===== src/rtl/switch_port_irq.sv =====
`default_nettype none
// ============================================================================
// Module      : switch_port_irq
// Description : Debounced switch/button input port with edge-capture pending
//               register, interrupt mask and level interrupt on the 4-way
//               handshake bus. Optional macro SWITCH_PORT_FALLING_EDGE_EN
//               also captures stable 1->0 transitions into PENDING.
// Revision    : 1.0 - initial release
// ============================================================================
module switch_port_irq #(
  parameter int WIDTH           = 8,
  parameter int DEBOUNCE_CYCLES = 50000,
  parameter int CNT_W           = 16
) (
  input  logic             clock,
  input  logic             reset,
  input  logic             Read,
  input  logic             Write,
  input  logic [1:0]       Address,
  input  logic [WIDTH-1:0] DataIn,
  input  logic [WIDTH-1:0] Switch_in,
  output logic             Ack,
  output logic [WIDTH-1:0] DataOut,
  output logic [WIDTH-1:0] Switch_out,
  output logic             Irq
);

  localparam logic [CNT_W-1:0] c_CNT_MAX = CNT_W'(DEBOUNCE_CYCLES - 1);

  localparam logic [1:0] c_ADDR_STATE   = 2'd0;
  localparam logic [1:0] c_ADDR_PENDING = 2'd1;
  localparam logic [1:0] c_ADDR_MASK    = 2'd2;

  logic [WIDTH-1:0] stable_w;
  logic [WIDTH-1:0] stable_dly_q;
  logic [WIDTH-1:0] pending_q;
  logic [WIDTH-1:0] pending_d;
  logic [WIDTH-1:0] mask_q;
  logic [WIDTH-1:0] edge_w;
  logic [WIDTH-1:0] clr_w;
  logic [WIDTH-1:0] rdata_w;
  logic [WIDTH-1:0] dataout_q;
  logic             ack_q;
  logic             irq_q;

  // Each channel: two-flop synchroniser feeding a restartable stability counter
  for (genvar i = 0; i < WIDTH; i++) begin : g_chan
    logic             sync1_q;
    logic             sync2_q;
    logic             stable_q;
    logic [CNT_W-1:0] cnt_q;

    always_ff @(posedge clock) begin
      if (reset) begin
        sync1_q  <= 1'b0;
        sync2_q  <= 1'b0;
        stable_q <= 1'b0;
        cnt_q    <= '0;
      end else begin
        sync1_q <= Switch_in[i];
        sync2_q <= sync1_q;
        if (sync2_q == stable_q) begin
          cnt_q <= '0;
        end else if (cnt_q == c_CNT_MAX) begin
          stable_q <= sync2_q;
          cnt_q    <= '0;
        end else begin
          cnt_q <= cnt_q + 1'b1;
        end
      end
    end

    assign stable_w[i] = stable_q;
  end

`ifdef SWITCH_PORT_FALLING_EDGE_EN
  assign edge_w = stable_w ^ stable_dly_q;
`else
  assign edge_w = stable_w & ~stable_dly_q;
`endif

  assign clr_w = (Write && (Address == c_ADDR_PENDING)) ? DataIn : '0;

  // A new edge wins over a simultaneous write-1-to-clear of the same bit
  always_comb begin
    pending_d = (pending_q & ~clr_w) | edge_w;
  end

  always_comb begin
    rdata_w = '0;
    case (Address)
      c_ADDR_STATE:   rdata_w = stable_w;
      c_ADDR_PENDING: rdata_w = pending_q;
      c_ADDR_MASK:    rdata_w = mask_q;
      default:        rdata_w = '0;
    endcase
  end

  always_ff @(posedge clock) begin
    if (reset) begin
      stable_dly_q <= '0;
      pending_q    <= '0;
      mask_q       <= '0;
      dataout_q    <= '0;
      ack_q        <= 1'b0;
      irq_q        <= 1'b0;
    end else begin
      stable_dly_q <= stable_w;
      pending_q    <= pending_d;
      if (Write && (Address == c_ADDR_MASK)) begin
        mask_q <= DataIn;
      end
      // Read together with Write behaves as a write and returns zero
      dataout_q <= (Read && !Write) ? rdata_w : '0;
      ack_q     <= Read | Write;
      irq_q     <= |(pending_q & mask_q);
    end
  end

  assign Ack        = ack_q;
  assign DataOut    = dataout_q;
  assign Switch_out = stable_w;
  assign Irq        = irq_q;

endmodule
`default_nettype wire


===== config.mk =====
export PLATFORM = sky130hd
export DESIGN_NAME = switch_port_irq
export DESIGN_NICKNAME = d
export VERILOG_FILES = /design/src/rtl/switch_port_irq.sv
export SDC_FILE = /design/constraint.sdc
export NUM_CORES = 1
export LEC_CHECK = 0
export ABC_CLOCK_PERIOD_IN_PS = 2450
export CELL_PAD_IN_SITES_DETAIL_PLACEMENT = 1
export CELL_PAD_IN_SITES_GLOBAL_PLACEMENT = 1
export CORE_ASPECT_RATIO = 2
export CORE_MARGIN = 10
export CORE_UTILIZATION = 31
export CTS_CLUSTER_SIZE = 28
export DETAILED_ROUTE_END_ITERATION = 10
export HOLD_SLACK_MARGIN = 0.05
export PLACE_DENSITY = 0.57
export SYNTH_ARGS = -nofsm -noshare
export SYNTH_HDL_FRONTEND = slang
export SYNTH_SLANG_ARGS = --single-unit

===== constraint.sdc =====
create_clock -name clock -period 2.45 [get_ports clock]
set_input_delay 0.735 -clock clock [delete_from_list [all_inputs] [get_ports clock]]
set_output_delay 0.735 -clock clock [all_outputs]
set_load 0.01 [all_outputs]

# Word level (Yosys, flattened, before mapping)

Index checks and enable logic that the tools add are counted.

Register bits: 186
Input port bits: 22
Output and inout bits: 18
Word-level logic and storage cells: 105

Bitwise operators: 16
Add/subtract/negate cells: 8
Multiplexer cells: 2
Eq/ne operators: 18
Reductions and logical operators: 23

Operators with widths:

| operator              | number |
|---|---|
| $add 16x1->16 const B | 8 |
| $eq 16x16->1 const B  | 8 |
| $and 8x8->8           | 3 |
| $pmux 8 s3            | 1 |
| $reduce_or 3->1       | 8 |
| $not 8->8             | 2 |
| $reduce_and 2->1      | 8 |
| $not 1->1             | 9 |
| $eq 1x1->1            | 8 |
| $mux 8                | 1 |
| $or 8x8->8            | 1 |
| $reduce_or 8->1       | 1 |
| $logic_and 1x1->1     | 3 |
| $eq 2x1->1 const B    | 1 |
| $eq 2x2->1 const B    | 1 |
| $logic_not 2->1       | 1 |
| $reduce_or 2->1       | 1 |
| $logic_not 1->1       | 1 |
| $or 1x1->1            | 1 |

# Depth between registers and ports, before layout

Depth in word-level cells: 6
Mapped depth: 7
Mapped depth without buffers: 5

# Worst setup path after synthesis

Ideal clock, no wire load.

Path kind: reg-to-reg
From: register g_chan[6].cnt_q[4]
To: register g_chan[6].cnt_q[15]
Data required time: 2335 ps
Arrival: 1849 ps
Clock period less this slack: 1964 ps
Setup slack: 486 ps
Cell stages (with the launch flop): 6
Path buffers: 1
Cells stage by stage: dfxtp_1 -> or4b_2 -> or4_1 -> nand2b_2 -> buf_4 -> nor2_1

Cells in the longest elaborated chain, start to end: 2
Elaborated cells on any way between the ends: 3
Classes of those cells: add/sub (1); eq/ne (1); reduce/logical (1)

Ends and longest elaborated chain:

| element                                                               | RTL line | text |
|---|---|---|
| start, declared                                                       | 51       | `logic [CNT_W-1:0] cnt_q;` |
| start signal, assigned                                                | 68       | `cnt_q <= cnt_q + 1'b1;` |
| parallel branches: the longest is 2 deep, another holds $add 16x1->16 | -        |  |

Several ways; the timed one is not identified.
A chain may end at the register's enable or synchronous reset.

# Worst setup path in the final report

From: register g_chan[3].stable_q
To: output Switch_out[3]

RTL lines:

| element                | RTL line | text |
|---|---|---|
| start, declared        | 50       | `logic stable_q;` |
| start signal, assigned | 65       | `stable_q <= sync2_q;` |
| end, declared          | 24       | `output logic [WIDTH-1:0] Switch_out,` |

No word-level cell between the ends.

==> results.md <==
Status:
- The run finished with clean final reports.

Timing:
- The final period demand of the worst path is 2310 ps.
- The total count of hold-check failures in the final report is 0.
- The clock arrives with 11.0 ps of skew.
- The number of slew-limit violations in the final report was 0.
- The count of final setup violators is 0.
- The maximum achievable frequency is roughly 430 MHz.
- Setup repair after global routing left no endpoint under its margin.
- The final-layout setup total negative slack is 0 ps.
- Measured against its own limit, the worst slew margin works out to 59.5%.
- The post-route worst hold slack is 426 ps.
- After layout, the worst path uses 94.4% of the clock period.
- In the post-route analysis, the smallest setup slack over all paths is 138 ps.
- The actual transition at the worst max-transition pin is 606 ps.

Critical path:
- For the worst setup path, the data arrival time is ~1600 ps.
- The kind of capture point of the worst setup path is a primary output.
- The critical setup path kind is register to primary output.
- The worst endpoint required time is 1710 ps.
- Walking the worst path, the cells encountered are clkdlybuf4s50_1.
- The number of buffers and inverters on the critical path is 1.
- STA classifies the critical path startpoint as a register.
- The largest incremental delay on the critical path is 610 ps.
- The family with the most delay on the worst path is buffers and inverters.
- The library cell contributing the largest single delay on the critical path is clkdlybuf4s50_1.
- Along the worst path, the maximum fanout reaches 6.

Synthesis:
- In the post-synthesis netlist, the cell with the most instances is nor2_1.
- By area, the combinational part of the netlist is dominated by simple AND/OR/NAND/NOR gates.
- The fraction of post-synthesis cell area in the top cell type by area is 48.2%.
- The fraction of synthesis flops using an asynchronous set or reset pin is 0%.
- The count of unique library cells instantiated by Yosys is 40.
- The fraction of synthesized area in multiplexers is 2.85%.
- By area the synthesized netlist is led by dfxtp_1 48%, xnor2_1 12%, nor2_1 9.3%.
- By count the netlist is led by 191 x nor2_1, 186 x dfxtp_1, 102 x xnor2_1.
- The number of nets handed over by synthesis was 895.
- Counting flops with a built-in enable in the synthesized netlist gives 0.
- The mapped netlist covers roughly 7700 um^2.
- The most used flip-flop cell after synthesis is dfxtp_1.
- The synthesis warning total is 0.
- Counting every instance in the synthesized netlist gives ~870.
- The synthesized area divided by synthesized cell count is 8.93 um^2.
- Counting flops and latches in the post-synthesis netlist gives approximately 190.
- Summing the areas of all fa, ha and maj instances in the mapped netlist gives roughly 1.3% of the synthesized area.
- Of the total synthesized cell area, the portion taken by XOR and XNOR cells is 13.4%.
- The library cell with the largest summed area after synthesis is dfxtp_1.
- Summing the areas of all and, or, nand and nor instances in the mapped netlist gives 28.8% of the synthesized area.
- Sequential cells were found to cover 48.2% of the synthesized design area.
- Summing the areas of all compound-gate instances in the mapped netlist gives ~2.2% of the synthesized area.

Layout:
- Registers take 3720 um^2.
- The final core utilization is between 30 and 40%.
- The count of nets after finishing is 949.
- The finished cells cover a little over 9000 um^2.
- The ratio of cells with drive above 1 in the final layout is approximately 7.3%.
- In the final layout, the multi-input gates occupy approximately 3700 um^2.
- Relative to the synthesized area, the layout overhead comes to 18.4%.
- Counting the fill cells in the layout gives 2931.

CTS:
- Counting along the longest clock path gives a buffer depth of 2.
- The H-tree depth reported by CTS is 4.
- After clock tree synthesis, the clock-pin slew on the worst setup and hold paths is 80 ps.
- The number of clock sinks is around 190.
- The clock tree from TritonCTS is done.
- The library cell used as clock root buffer is clkbuf_16.
- Gates resized during post-CTS repair numbered 0.
- The number of buffers created by CTS is 17.
- In this run the post-CTS setup repair buffer count came out at 0.
- The worst-skew pair later-pin latency is 440 ps.
- Hold repair after CTS inserted 0 buffers.

Global routing:
- The initial antenna violation count is 3.
- The remaining global-route overflow is 0.
- Entering global routing, the biggest net connects 26 pins.
- The first global-routing pass estimated between 30 and 40 mm of wire.
- The via count of the first global-routing pass is 6315.
- Global routing used 12.1% of the available tracks across all layers.

Floorplanning:
- The region available for standard cell placement spans between 20000 and 25000 um^2.
- Once the floorplan was initialized, standard cells occupied 31.5% of the core.
- The die is ~240 um tall.
- The die outline area is 32000 um^2.
- The number of top-level pins is 40.
- Measured along the x axis, the die boundary spans approximately 130 um.
- After floorplanning, the core was divided into 81 placement rows.

Placement:
- The pre-CTS setup slack is 200 ps.
- The congestion estimate from routability-driven global placement came to 0.761.
- The placed instance area is 8580 um^2.
- The post-detailed-placement half-perimeter wirelength is between 10 and 15 mm.
- The count of buffers from port buffering is 39.

Detailed routing:
- The first-pass iteration count of the detailed router is 4.
- The detail-routed net length per standard cell is 14.6 um.
- The number of design-rule violations left by the first detailed-router iteration is 196.
- Once detail routing completed, the nets flagged for antenna violations numbered 0.
- The total via count in the routed design is 5988.
- The via density per instance is 4.73.
- The remaining design rule violation count is 0.
- The total routed wirelength is 18.5 mm.

Power:
- VDD sags by at most 425 uV.
- The total power density per cell area is around 640 nW/um^2.
- The cell leakage power is ~2.9 nW.

Min path:
- The tightest min-delay check is of the register to register type.

Job:
- The max-capacitance violation count is 0.
-- report_power, final --
group	internal, mW	switching [mW]	leakage, nW	total (mW)
registers	3.04	0.0132	1.50	3.06
clock network	1.34	1.31	0.268	2.65
logic	0.0722	0.0760	1.08	0.148
total	4.46	1.40	2.85	5.86
-- metal layers --
layer	routed length, um	GRT usage [%]	vias to the layer above
li1	-	-	3025
met1	7150	11.5	2869
met2	10100	22.7	62
met3	729	3.81	30
met4	478	5.72	2
met5	7	0	-
-- cells by family after synthesis --
| logic type | after synthesis |
|---|---|
| compound gates | 29 |
| xor+xnor | 118 |
| fa+ha+maj | 8 |
| buf+inv | 55 |
| flops | 186 |
| mux | 22 |
| simple gates | 447 |
-- stage by stage --
| stage | total power [mW] | instances |
|---|---|---|
| 2_1_floorplan | 3.20 | 865 |
| 3_3_place_gp | 3.28 | 1232 |
| 3_5_place_dp | 3.28 | 1232 |
| 4_1_cts | 5.99 | 1264 |
| 5_1_grt | 6.13 | 1264 |
| 6_report | 5.86 | 1266 |
-- cell type report --
class	instances	area share (%)
Sequential cell	186	40.7
Clock inverter	15	1.44
Antenna cell	2	0.0548
Multi-Input combinational cell	624	41.0
Clock buffer	17	4.65
Tap cell	332	4.54
Inverter	24	0.986
Timing Repair Buffer	66	6.57
-- sequential cells by signal, summed over array words and instances (netlist names) --
signal	count
g_chan.cnt_q	128
g_chan.sync2_q	8
g_chan.stable_q	8
mask_q	8
Ack	1
Irq	1
g_chan.sync1_q	8
DataOut	8
pending_q	8
stable_dly_q	8
-- final timing paths --
| path | startpoint | end | depth (start not counted) | slack [ps] |
|---|---|---|---|---|
| setup / recovery | g_chan[3].stable_q | Switch_out[3] | 1 | 140 |
| hold / removal | g_chan[7].sync1_q | g_chan[7].sync2_q | 1 | 430 |
| setup reg to reg | g_chan[6].cnt_q[4] | g_chan[6].cnt_q[9] | 4 | 350 |
| hold reg to reg | g_chan[7].sync1_q | g_chan[7].sync2_q | 1 | 430 |
-- placed cells by master (no fill, tap or decap), types with 30 or more instances in the layout --
| cell type | Yosys | final |
|---|---|---|
| nor2b_1 | 33 | 33 |
| clkdlybuf4s50_1 | 0 | 38 |
| xnor2_1 | 102 | 102 |
| nand4_1 | 32 | 32 |
| nor4_1 | 31 | 31 |
| dfxtp_1 | 186 | 186 |
| nand3_1 | 41 | 41 |
| nor2_1 | 191 | 191 |
| nor3_1 | 30 | 30 |
| nand2_1 | 41 | 41 |
Power figures use the tool's default switching activity.
